==> src/rtl/cod_16_4_2_sync_if.sv <==
// Request/index bus for the 16-to-4 registered priority encoder.
// The request source drives A.
// The encoder returns the index Y and the valid flag V.
interface cod_16_4_2_sync_if;
  logic [15:0] A;  // request vector, bit 15 is the highest priority
  logic [3:0]  Y;  // index of the highest set bit (registered)
  logic        V;  // at least one request bit was set (registered)

  // Request source: drives A and observes the encoded result.
  modport master (
    output A,
    input  Y,
    input  V
  );

  // Encoder: samples A and drives the registered result.
  modport slave (
    input  A,
    output Y,
    output V
  );
endinterface

==> src/rtl/cod_16_4_2_sync.sv <==
// Registered 16-to-4 priority encoder.
// Y carries the index of the most significant set bit of A.
// V flags that A was non-zero, so A=16'h0001 can be told apart from A=16'h0000.
// Latency is one clock.
module cod_16_4_2_sync (
  input  logic               clk,
  input  logic               rst_n,
  cod_16_4_2_sync_if.slave   bus
);

  logic [3:0] idx;
  logic       any;
  logic [3:0] y_d, y_q;
  logic       v_d, v_q;

  // Combinational core: find the highest asserted request bit.
  always_comb begin
    // NOTE: every variable gets a default before any conditional write.
    // A path that leaves a variable unassigned would infer a latch.
    idx = 4'd0;
    any = 1'b0;
    // The scan runs upward, so a later (higher) set bit overrides a lower one.
    // The highest index therefore wins.
    for (int i = 0; i < 16; i++) begin
      if (bus.A[i]) begin
        idx = 4'(i);
        any = 1'b1;
      end
    end
    y_d = any ? idx : 4'd0;
    v_d = any;
  end

  // Output register: clears asynchronously on reset.
  // Otherwise it captures the encoding on every rising edge.
  always_ff @(posedge clk or negedge rst_n) begin
    // NOTE: sequential state uses non-blocking assignments.
    // All flops then update together from the values that existed before the edge.
    if (!rst_n) begin
      y_q <= 4'd0;
      v_q <= 1'b0;
    end else begin
      y_q <= y_d;
      v_q <= v_d;
    end
  end

  assign bus.Y = y_q;
  assign bus.V = v_q;

endmodule

==> src/flat_wrapper.sv <==
// flat-port wrapper written by rule: the top's interface ports become plain ports
module cod_16_4_2_sync_flat 
  (clk, rst_n, bus_A, bus_Y, bus_V);
  cod_16_4_2_sync_if bus_i ();
  input  logic clk;
  input  logic rst_n;
  input wire logic [$bits(bus_i.A)-1:0] bus_A;
  output wire logic [$bits(bus_i.Y)-1:0] bus_Y;
  output wire logic [$bits(bus_i.V)-1:0] bus_V;
  assign bus_i.A = bus_A;
  assign bus_Y = bus_i.Y;
  assign bus_V = bus_i.V;
  cod_16_4_2_sync u_core (.clk(clk), .rst_n(rst_n), .bus(bus_i));
endmodule
==> config.mk <==
export PLATFORM = sky130hd
export DESIGN_NAME = cod_16_4_2_sync_flat
export DESIGN_NICKNAME = d
export VERILOG_FILES = /design/src/rtl/cod_16_4_2_sync_if.sv /design/src/rtl/cod_16_4_2_sync.sv /design/src/flat_wrapper.sv
export SDC_FILE = /design/constraint.sdc
export NUM_CORES = 1
export LEC_CHECK = 0
export ABC_AREA = 1
export CAP_MARGIN = 20
export CORE_AREA = 3 3 40 42
export CTS_BUF_LIST = sky130_fd_sc_hd__clkbuf_8
export DETAILED_ROUTE_END_ITERATION = 10
export DIE_AREA = 0 0 43 45
export GPL_TIMING_DRIVEN = 1
export SYNTH_ARGS = -nofsm -noshare
export SYNTH_HDL_FRONTEND = slang
export SYNTH_SLANG_ARGS = --single-unit
==> constraint.sdc <==
create_clock -name clk -period 0.93 [get_ports clk]
set_input_delay 0.186 -clock clk [delete_from_list [all_inputs] [get_ports clk]]
set_output_delay 0.186 -clock clk [all_outputs]
set_load 0.01 [all_outputs]
==> results.ini <==
[clock_network]
hold_buffers = 0
cts.clk_slew.worst_paths_ns = 0.03
clock-root-buffer = clkbuf_8
cts_max_path_buffers = 2
cts_sinks = 5
cts_tree = yes
numCtsBuffers = 3
htree_levels = 1

[flow_run]
cap_violations = 0

[critical_path]
required_ns = 0.74
critPathSlowestCell = dfrtp_1
cp_num_cells = 1
crit_path_max_incr_delay_ns = 0.35
end_kind = output pin
path_max_fanout = 1
crit_buf_inv = 1
start_kind = flip-flop
arrival_ns = 0.69
crit_chain = buf_2
critical-path-top-delay-family = flip-flops
critPathKind = reg2out

[layout]
diodes = 0
final_cell_area_um2 = 616
syn2layout_area_growth_pct = 95.2
final_nets = 101
drive_gt1_frac = 0.341

[route]
drt_drc_violations_left = 0
drt-total-wl_um = 699
drt_iter0_drc = 1
viasPerCell = 3.98
vias = 386
wire_per_inst_um = 7.21
drtAntennaViolNets = 0
first_pass_iters = 3

[die]
die_w_um = 43
die_y_um = 45
core_um2 = 1280
row_count = 13
ios = 23
dieArea_um2 = 1940
initial_core_util = 0.245

[sta]
grt_setup_unrepaired = true
tightest_slew_ns = 0.212
setup_violations = 0
slew-limit-headroom = 0.857
finalHoldViolCount = 0
timing.fmax_mhz = 1140
slew_viol_final = 0
fin_crit_ns = 0.881
period_share = 0.947
hold_ws_ns = 0.160

[yosys]
yosys-top-cells-area = dfrtp_1 (40%), nand2_1 (27%), inv_1 (13%)
synthesis.nets = 71
synth_flop_cell = dfrtp_1
yosysTopAreaCell = dfrtp_1
ys_seq_elements = 5
yosysMostFrequentCell = nand2_1
synth-warning-count = 0
synth_enable_flop_cells = 0
postSynthAreaPerCell_um2 = 5.95
async_reset_ff_frac = 1.00
ys_top_cells_by_count = nand2_1 (23), inv_1 (11), nor2_1 (6), dfrtp_1 (5), inv_2 (4)
synth_cell_types = 8
syn_area_um2 = 315
synthCells = 53
yosysTopAreaCellShare = 0.397
ys_seq_area_frac = 0.397

[placement]
portBuffers = 22
globalplace.congestion = 0.688
hpwl_um = 583
placed_area_um2 = 554

[power]
powerDensity_nw_per_um2 = 1220
leakage_nw = 0.357
vdd_drop_max_mv = 0.497

[global_route]
grt_start_max_net_pins = 6
gr-usage-all-layers = 0.0855
grt_pass1_vias = 327
grt_pass1_wl_mm = 1.19
antenna_found_initial = 0
grt_overflow = 0

[run_status]
status = complete, no violations

[min_path]
whs_path_depth = 3
hold_class = in2reg

-- worst min-delay path: stages --
cell and delay [ns]:
buf_6 0.07, nor4_1 0.04, nand2_1 0.04
-- flip-flops by register name, summed over array words and instances (netlist names) --
signal and flops:
u_core.bus.V 1, u_core.bus.Y 4
-- power breakdown --
part,switching [W],total [W],internal [W]
Combinational,0.0000639,0.000148,0.0000844
Sequential,0.00000116,0.000227,0.000225
Clock,0.0000931,0.000375,0.000282
Total,0.000158,0.000750,0.000592
-- layer usage --
layer	wire (um)	track usage	up-vias
li1	-	-	208
met1	262	0.0885	163
met2	351	0.135	13
met3	77	0.0239	2
met4	8	0.0904	0
met5	0	0	-
-- through the flow --
stage | setup slack (ns) | power (W) | utilization | std cells | setup TNS, ns
finish | 0.0494 | 0.000750 | 0.479 | 97 | 0
CTS | 0.00192 | 0.000754 | 0.452 | 97 | 0
detailed placement | -0.530 | 0.000382 | 0.431 | 90 | -2.07
floorplan | 0.0221 | 0.000282 | - | 53 | 0
global route | -0.0365 | 0.000799 | 0.479 | 97 | -0.0365
global placement | -0.528 | 0.000380 | 0.431 | 90 | -2.03
-- what timing repair did --
item	CTS	global route
setup buffers	3	0
endpoints found under the setup margin	10	4
pin swaps	18	16
gates resized for setup	42	14
-- cell type report --
cell class | instances | area [um^2]
multi-input cells | 33 | 151
inverters | 15 | 56.3
clock buffers | 3 | 41.3
clock inverters | 1 | 3.75
fillers | 154 | 669
repair buffers | 25 | 219
flip-flops and latches | 5 | 125
well taps | 15 | 18.8
-- logic make-up (layout without fill, tap and decap cells) --
kind of cell / after synthesis / after routing / synth area share
and+or+nand+nor: 32 / 32 / 0.397
buffers and inverters: 15 / 44 / 0.179
DFF: 5 / 5 / 0.397
AOI/OAI and AO/OA: 1 / 1 / 0.0278
-- cell usage in the layout, fill, tap and decap left out, drive strengths merged --
cell           count
clkbuf             4
inv               16
nand3              2
clkdlybuf4s15      1
dlymetal6s2s       4
dfrtp              5
nor4               1
clkdlybuf4s50      2
buf               11
a31o               1
nand2             23
dlygate4sd2        6
nor2               6
-- worst paths after layout --
check / from / to / slack [ns]
setup / recovery: u_core.bus.Y[3] / bus_Y[3] / 0.05
hold / removal: bus_A[1] / u_core.bus.V / 0.16
max in group asynchronous: rst_n / u_core.bus.Y[0] / 0.56
min in group asynchronous: rst_n / u_core.bus.V / 0.19
Power figures use the tool's default switching activity.
==> RTL change, RTL diff (same settings) <==
Make the reset (`rst_n`) synchronous in one clocked block. Comments in the files are not updated.
--- a/src/rtl/cod_16_4_2_sync.sv
+++ b/src/rtl/cod_16_4_2_sync.sv
@@ -33,7 +33,7 @@
 
   // Output register: clears asynchronously on reset.
   // Otherwise it captures the encoding on every rising edge.
-  always_ff @(posedge clk or negedge rst_n) begin
+  always_ff @(posedge clk) begin
     // NOTE: sequential state uses non-blocking assignments.
     // All flops then update together from the values that existed before the edge.
     if (!rst_n) begin
Check against the original RTL: differs if rst_n is asserted again (counterexample within 4 cycles, from zero or initial values and one cycle with rst_n low); with rst_n held inactive, the same outputs for 10 cycles.
==> RTL change against the original RTL <==
- the flow now finishes with violations (negative setup slack)
- largest cell class unchanged
- first-iteration DRC count is 100% higher
- sequential power grew 2%
- worst hold slack better by 0.17 ns
- critical path type is now input port to register
- cell area increased by 17%
- routed wire length grew 32%
- sequential cell count did not move
- total power up 9.6%
- synthesized area shrank 2.8%
- largest power group unchanged
- setup slack worse by 0.051 ns
==> RTL change: results (changes against the original RTL) <==
INFO  metric status = finished with violations
INFO  metric violations = negative setup slack
INFO  metric final-setup-viol-count = 1 (+1)
INFO  metric non_clock_buffers_area_share = 37.4% (+1.9 points)
INFO  metric multi_input_area_share = 31.5% (+6.9 points)
INFO  metric detailedPlacementHpwl = 674 µm (+16%)
INFO  metric wire_length_of_the_first_global_routing_pass = 1470 µm (+24%)
INFO  metric initial_drt_pass_iterations = 2 (-1)
INFO  metric post_drt_wl_per_cell = 8.49 µm (+18%)
INFO  metric synth_ff_type = dfxtp_1
INFO  metric post-route-worst-setup-slack = -0.00181 ns (-0.0512 ns)
INFO  metric worst_hold_path.endpoint = u_core.bus.V
INFO  metric synth-compound-area-share = 8.16% (+5.4 points)
INFO  metric wl_met2 = 520 µm (+48%)
INFO  metric num-nonclk-buffers = 34 (+36%)
INFO  metric syn-instance-count = 56 (+5.7%)
INFO  metric top_layer_used = met3
INFO  metric via_per_instance_ratio = 3.94 (-0.87%)
INFO  metric routabilityCongestion = 0.699 (+1.6%)
INFO  metric grt_use_met3 = 3.59% (+1.2 points)
INFO  metric hold-worst-slack = 0.326 ns (+0.166 ns)
INFO  metric vias = 430 (+11%)
INFO  metric drt_iter0_markers = 2 (+1)
INFO  metric synth_sequential_area_ratio = 32.7% (-7.0 points)
INFO  metric nFillCells = 128 (-17%)
INFO  metric post-place-cells = 100 (+11%)
INFO  metric netlist_top_cells_area = dfxtp_1 33%, nand2_1 24%, inv_1 20%
INFO  metric grt_util_met1 = 9.88% (+1.0 points)
INFO  metric mappedNetlistNets = 74 (+4.2%)
INFO  metric global_route.usage.total = 10.2% (+1.7 points)
INFO  metric grt_start_max_net_pins = 4 (-2)
INFO  metric ff_latch_area = 100 µm² (-20%)
INFO  metric worst_setup_path_startpoint = bus_A[1]
INFO  metric groute.layer.met2.usage = 20.1% (+6.6 points)
INFO  metric final.setup.tns = -0.00181 ns (-0.00181 ns)
INFO  metric cell_int_power = 0.621 mW (+4.9%)
## RTL change: power by group through the flow
stage | registers, mW | clock network [mW] | logic [mW]
6_report | 0.232 | 0.383 | 0.206
5_1_grt | 0.234 | 0.406 | 0.225
4_1_cts | 0.233 | 0.388 | 0.199
3_5_place_dp | 0.236 | 0 | 0.191
3_3_place_gp | 0.235 | 0 | 0.189
2_1_floorplan | 0.243 | 0 | 0.0553
## RTL change: worst max-delay path, cell delays in order
cell	delay, ns
buf_2	0.11
nand2_1	0.06
nand2_1	0.06
nand2_1	0.06
nand2_1	0.06
nand2_1	0.05
nand2_1	0.05
nand2_1	0.04
nand2_1	0.05
nand2_1	0.04
nand2_1	0.05
nand2_1	0.04
nand2_1	0.05
nand2_1	0.06
a21oi_2	0.12
## RTL change: repair_timing
item	CTS	global route
cloned	0	0
hold buffers	0	0
pin swaps	23	21
endpoints found under the setup margin	10	7
buffers inserted	6	0
gates resized for setup	59	17
